`config.mk`:
```
export PLATFORM = sky130hd
export DESIGN_NAME = wb_port_arbiter
export DESIGN_NICKNAME = d
export VERILOG_FILES = /design/src/rtl/wb_port_arbiter.sv
export SDC_FILE = /design/constraint.sdc
export NUM_CORES = 1
export LEC_CHECK = 0
export CORE_AREA = 2 2 169 105
export CTS_BUF_LIST = sky130_fd_sc_hd__clkbuf_4 sky130_fd_sc_hd__clkbuf_8
export CTS_CLUSTER_DIAMETER = 200
export DETAILED_ROUTE_END_ITERATION = 8
export DIE_AREA = 0 0 171 107
export GPL_TIMING_DRIVEN = 0
export PLACE_DENSITY = 0.88
export SLEW_MARGIN = 10
export SYNTH_ARGS = -nofsm -noshare
export SYNTH_HDL_FRONTEND = slang
export SYNTH_SLANG_ARGS = --single-unit
```
`constraint.sdc`:
```
create_clock -name clk -period 2.7 [get_ports clk]
set_input_delay 0.405 -clock clk [delete_from_list [all_inputs] [get_ports clk]]
set_output_delay 0.405 -clock clk [all_outputs]
set_load 0.02 [all_outputs]
```
`src/rtl/wb_port_arbiter.sv`:
```
// rtl/wb_port_arbiter.sv - two-port register-file writeback arbiter for two issue lanes plus MD/LD aux sources
// Optional statistics outputs are built when WB_ARB_STATS_EN is defined.
module wb_port_arbiter #(
    parameter int XLEN         = 32,
    parameter int STARVE_LIMIT = 8
) (
    input  logic            clk,
    input  logic            rst_n,
    input  logic            l0_valid,
    input  logic [4:0]      l0_rd,
    input  logic [XLEN-1:0] l0_data,
    input  logic            l1_valid,
    input  logic [4:0]      l1_rd,
    input  logic [XLEN-1:0] l1_data,
    input  logic            md_valid,
    input  logic [4:0]      md_rd,
    input  logic [XLEN-1:0] md_data,
    output logic            md_ready,
    input  logic            ld_valid,
    input  logic [4:0]      ld_rd,
    input  logic [XLEN-1:0] ld_data,
    output logic            ld_ready,
    output logic            wb_stall,
    output logic            rf_we0,
    output logic            rf_we1,
    output logic [4:0]      rf_waddr0,
    output logic [4:0]      rf_waddr1,
    output logic [XLEN-1:0] rf_wdata0,
    output logic [XLEN-1:0] rf_wdata1
`ifdef WB_ARB_STATS_EN
    ,
    output logic [31:0]     stat_stall_cycles,
    output logic [31:0]     stat_aux_wait_cycles,
    output logic [31:0]     stat_x0_drops
`endif
);

    localparam logic [7:0] LIMIT = 8'(STARVE_LIMIT);

    // Aux index 0 is MD, 1 is LD; rr_ptr names the aux served first.
    logic            rr_ptr;
    logic            rr_ptr_d;
    logic [7:0]      md_wait;
    logic [7:0]      ld_wait;
    logic [7:0]      md_wait_d;
    logic [7:0]      ld_wait_d;
    logic            stall_d;

    logic            l0_acc;
    logic            l1_acc;
    logic            l0_we;
    logic [1:0]      used;
    logic            idx;
    logic            lane_hit;
    logic            pair_hit;
    logic [1:0]      aux_gnt;

    logic            aux_valid [2];
    logic [4:0]      aux_rd    [2];
    logic [XLEN-1:0] aux_data  [2];

    logic            port_gnt  [2];
    logic            port_we   [2];
    logic [4:0]      port_addr [2];
    logic [XLEN-1:0] port_data [2];

    assign aux_valid[0] = md_valid;
    assign aux_valid[1] = ld_valid;
    assign aux_rd[0]    = md_rd;
    assign aux_rd[1]    = ld_rd;
    assign aux_data[0]  = md_data;
    assign aux_data[1]  = ld_data;

    assign md_ready = aux_gnt[0];
    assign ld_ready = aux_gnt[1];

    always_comb begin
        port_gnt  = '{default: 1'b0};
        port_we   = '{default: 1'b0};
        port_addr = '{default: '0};
        port_data = '{default: '0};
        aux_gnt   = 2'b00;
        used      = 2'd0;
        idx       = 1'b0;
        lane_hit  = 1'b0;
        pair_hit  = 1'b0;

        l0_acc = l0_valid && !wb_stall;
        l1_acc = l1_valid && !wb_stall;
        // Younger lane wins a same-rd collision; l0 still occupies its port.
        l0_we  = (l0_rd != 5'd0) && !(l1_acc && (l1_rd == l0_rd));

        if (l0_acc) begin
            port_gnt[0]  = 1'b1;
            port_we[0]   = l0_we;
            port_addr[0] = l0_rd;
            port_data[0] = l0_data;
            used         = 2'd1;
        end

        if (l1_acc) begin
            port_gnt[used[0]]  = 1'b1;
            port_we[used[0]]   = (l1_rd != 5'd0);
            port_addr[used[0]] = l1_rd;
            port_data[used[0]] = l1_data;
            used               = used + 2'd1;
        end

        for (int k = 0; k < 2; k++) begin
            idx      = (k == 0) ? rr_ptr : ~rr_ptr;
            lane_hit = (aux_rd[idx] != 5'd0) &&
                       ((l0_acc && (l0_rd == aux_rd[idx])) ||
                        (l1_acc && (l1_rd == aux_rd[idx])));
            pair_hit = (k == 1) && aux_gnt[rr_ptr] && (aux_rd[idx] != 5'd0) &&
                       (aux_rd[idx] == aux_rd[rr_ptr]);
            if (aux_valid[idx] && !lane_hit && !pair_hit && (used < 2'd2)) begin
                aux_gnt[idx]       = 1'b1;
                port_gnt[used[0]]  = 1'b1;
                port_we[used[0]]   = (aux_rd[idx] != 5'd0);
                port_addr[used[0]] = aux_rd[idx];
                port_data[used[0]] = aux_data[idx];
                used               = used + 2'd1;
            end
        end
    end

    always_comb begin
        rr_ptr_d = rr_ptr;
        if (aux_gnt == 2'b01) begin
            rr_ptr_d = 1'b1;
        end else if (aux_gnt == 2'b10) begin
            rr_ptr_d = 1'b0;
        end else if (aux_gnt == 2'b11) begin
            rr_ptr_d = ~rr_ptr;
        end

        md_wait_d = 8'd0;
        if (md_valid && !aux_gnt[0]) begin
            md_wait_d = (md_wait == LIMIT) ? LIMIT : md_wait + 8'd1;
        end
        ld_wait_d = 8'd0;
        if (ld_valid && !aux_gnt[1]) begin
            ld_wait_d = (ld_wait == LIMIT) ? LIMIT : ld_wait + 8'd1;
        end

        // Evaluated on post-grant counts so a served stall cycle releases next cycle.
        stall_d = (md_wait_d == LIMIT) || (ld_wait_d == LIMIT);
    end

    always_ff @(posedge clk or negedge rst_n) begin
        if (!rst_n) begin
            rr_ptr    <= 1'b0;
            md_wait   <= 8'd0;
            ld_wait   <= 8'd0;
            wb_stall  <= 1'b0;
            rf_we0    <= 1'b0;
            rf_we1    <= 1'b0;
            rf_waddr0 <= 5'd0;
            rf_waddr1 <= 5'd0;
            rf_wdata0 <= '0;
            rf_wdata1 <= '0;
        end else begin
            rr_ptr   <= rr_ptr_d;
            md_wait  <= md_wait_d;
            ld_wait  <= ld_wait_d;
            wb_stall <= stall_d;
            rf_we0   <= port_gnt[0] && port_we[0];
            rf_we1   <= port_gnt[1] && port_we[1];
            if (port_gnt[0]) begin
                rf_waddr0 <= port_addr[0];
                rf_wdata0 <= port_data[0];
            end
            if (port_gnt[1]) begin
                rf_waddr1 <= port_addr[1];
                rf_wdata1 <= port_data[1];
            end
        end
    end

`ifdef WB_ARB_STATS_EN
    logic       aux_waiting;
    logic [1:0] x0_count;

    assign aux_waiting = (md_valid && !md_ready) || (ld_valid && !ld_ready);
    assign x0_count    = {1'b0, port_gnt[0] && (port_addr[0] == 5'd0)} +
                         {1'b0, port_gnt[1] && (port_addr[1] == 5'd0)};

    always_ff @(posedge clk or negedge rst_n) begin
        if (!rst_n) begin
            stat_stall_cycles    <= 32'd0;
            stat_aux_wait_cycles <= 32'd0;
            stat_x0_drops        <= 32'd0;
        end else begin
            if (wb_stall) begin
                stat_stall_cycles <= stat_stall_cycles + 32'd1;
            end
            if (aux_waiting) begin
                stat_aux_wait_cycles <= stat_aux_wait_cycles + 32'd1;
            end
            stat_x0_drops <= stat_x0_drops + {30'd0, x0_count};
        end
    end
`endif

endmodule

```
==> reports/metrics.csv <==
metric,value,unit
layout.filler_cells,1366,
critical_path.endpoint_type,primary output,
fmax,331.2,MHz
async_reset_ff_share,100.0,%
cp.required,2300,ps
synth-seq-cells,94,
area_delta_synth_final,51.86,%
detailedPlace.worstSlack,-1352,ps
floorplan.core_area,16760,µm²
synth.net_count,917,
placedInstanceArea,9841,µm²
tritoncts,done,
drt_pass1_iterations,7,
gpl.final_weighted_congestion,0.9318,
pwr_density_cell,845.2,nW/µm²
num_rows,37,
synthDominantCellAreaShare,32.44,%
worstSkewPairLatency,390,ps
ant_nets,0,
ctsHtreeMaxLevel,3,
cts-root-buf,clkbuf_8,
io_buffers,227,
global_route_wire_length_before_repair,42520,µm
routed_wirelength_normalized_by_instance_count,22.80,µm
dp_hpwl,20320,µm
design.die.area,18300,µm²
postSynthCellCount,757,
antenna_found_initial,1,
worst_ep_arrival_time,2610,ps
global_route.overflow_total,0,
clk_pin_slew,110,ps
ir_worst_vdd,440.1,µV
synth_top_cells_by_count,"186 x mux2i_1, 94 x dfrtp_1, 88 x nand2_1",
synth-warning-count,0,
setup_tns_final,-15900,ps
first_global_vias,7499,
min_path_type,input port to async pin,
synth_top_flop_cell,dfrtp_1,
setup.worst_path.class,flop to primary output,
start_util,43.27,%
detailedRoute.firstIterationViolations,697,
vias_per_cell,5.940,
failed_checks,setup timing,
timing_worst_slew_pin_value,915.4,ps
number_of_different_library_cells_in_the_post_synthesis_netlist,59,
die_width,171,µm
rsz_0062_raised_after_global_routing,yes,
clock_skew_after_layout,16.51,ps
slew-limit-headroom,38.97,%
drt-total-wl,29140,µm
synth_area_per_cell,9.578,µm²
final_layout_size_suffix_gt1_share,16.38,%
timing.final.max_slew_violations,0,
antenna_cells,0,
synth_edf_count,0,
final_hold_viol_count,0,
worstSetupStartpointType,flop,
cts_buffers,9,
die-height,107,µm
nets,1199,
dp_cells,1219,
leakage,5.001,nW
drc_errors,0,
post_layout_instance_area,11010,µm²
clkSinkCount,94,
pin_count,233,
status,"complete, but fails checks",
finalCritPeriodShare,111.8,%
yosysMostFrequentCell,mux2i_1,
report.final.setup_viol,88,
pin_count_of_the_biggest_net_entering_global_routing,54,
setup_slack,-319.8,ps
grtUsageTotal,30.69,%
ys_seq_area_share,32.44,%
layout_min_cycle_time,3020,ps
max-clock-path-buffers,2,
synth.largest_area_cell,dfrtp_1,
post_synth_main_area_contributors,"dfrtp_1 32%, mux2i_1 26%, a221o_1 4.8%",
cts_hold_buf,0,
largest_fanout_on_the_critical_path,5,
maxCapViolCount,0,
synth_area,7251,µm²
num_vias,7591,
finalNonFillerCells,1278,
## state kept, by name (all words and copies together), names as in the netlist
name,count
rf_wdata0,32
rf_wdata1,32
ld_wait,8
md_wait,8
rf_waddr0,5
rf_waddr1,5
rf_we0,1
rf_we1,1
rr_ptr,1
wb_stall,1
## final cells by class
class	count	area (µm²)	area share [%]
clock inverter	7	53.80	0.4886
buffer	55	450.4	4.091
sequential	94	2354	21.37
inverter	14	57.56	0.5227
clock buffer	9	123.9	1.125
timing repair buffer	274	2789	25.33
multi-input combinational	591	4890	44.41
tap	234	292.8	2.659
## critical path, stage by stage (launching register included)
cell and delay, ps:
dfrtp_2 470, buf_6 140, buf_16 140, nor4_4 150
a21o_1 180, a31oi_2 130, a41o_2 270, or3_4 420
nand2_4 110, o21bai_1 80, buf_4 160
## path summary, 6_finish.rpt
path	startpoint	end	slack, ps	cells after the start
worst max-delay path	rr_ptr$_DFFE_PN0P_	md_ready	-320	10
worst min-delay path	rst_n	rf_waddr0[1]$_DFFE_PN0P_	20	1
worst max register to register	rr_ptr$_DFFE_PN0P_	rf_wdata0[0]$_DFFE_PN0P_	-310	13
worst min register to register	ld_wait[0]$_DFF_PN0_	ld_wait[0]$_DFF_PN0_	530	1
max in group asynchronous	rst_n	md_wait[1]$_DFF_PN0_	1990	2
min in group clk	md_rd[0]	rf_waddr0[0]$_DFFE_PN0P_	380	2
## layer usage
metal | global-route usage (%) | part of all wire [%] | vias to the layer above
met5 | 0 | 0.045 | -
met4 | 7.688 | 2.2 | 2
met3 | 7.641 | 9.5 | 71
met2 | 46.46 | 43 | 439
met1 | 43.79 | 45 | 3744
li1 | - | - | 3335
## cells by family after synthesis
family,count (synthesis),share of synthesized area [%]
and+or+nand+nor,207,13.94
muxes,192,26.90
AOI/OAI and AO/OA,143,15.29
DFF,94,32.44
buffers and inverters,72,5.194
xor gates and xnor gates,43,5.194
adders and majority gates,6,1.035
## cell usage in the layout, fill, tap and decap left out, drive strengths merged, types with 2 or more instances in the layout
cell type,instances
nand2,88
clkbuf,42
a41o,3
buf,73
xor2,23
nor3,14
dlygate4sd2,5
or3,3
a311o,3
a31oi,7
o22ai,3
o21ai,38
nor2,36
clkinv,2
xnor2,20
mux2i,191
a21o,2
dfrtp,94
and2,37
a22oi,38
or4,2
nor2b,3
nand4,3
nand2b,3
o21bai,3
clkdlybuf4s50,216
ha,6
nand3,8
inv,19
a221o,35
nor4,5
a21oi,7
## timing repair
action | in CTS | in global routing
buffers inserted | 32 | 10
gates resized for setup | 120 | 50
setup endpoints to repair | 95 | 95
endpoints found under the hold margin | 0 | 0
pin swaps | 19 | 51
gates cloned | 3 | 3
## through the flow
step | total power, mW | util (%) | hold WS [ps]
4_1_cts | 8.924 | 63.72 | 41.23
2_1_floorplan | 5.197 | - | 109.4
6_report | 9.306 | 65.70 | 23.50
3_5_place_dp | 7.313 | 58.72 | 453.7
5_1_grt | 9.684 | 65.70 | 56.91
3_3_place_gp | 7.216 | 58.57 | 498.8
## report_power, final
group	leakage (nW)	switching (mW)	internal, mW	total [mW]
Sequential	1.20	0.368	1.92	2.29
Clock	0.0952	0.609	0.350	0.959
Combinational	3.71	3.05	3.01	6.06
Total	5.00	4.02	5.28	9.31
No activity file was read; power rests on OpenSTA's default activity.
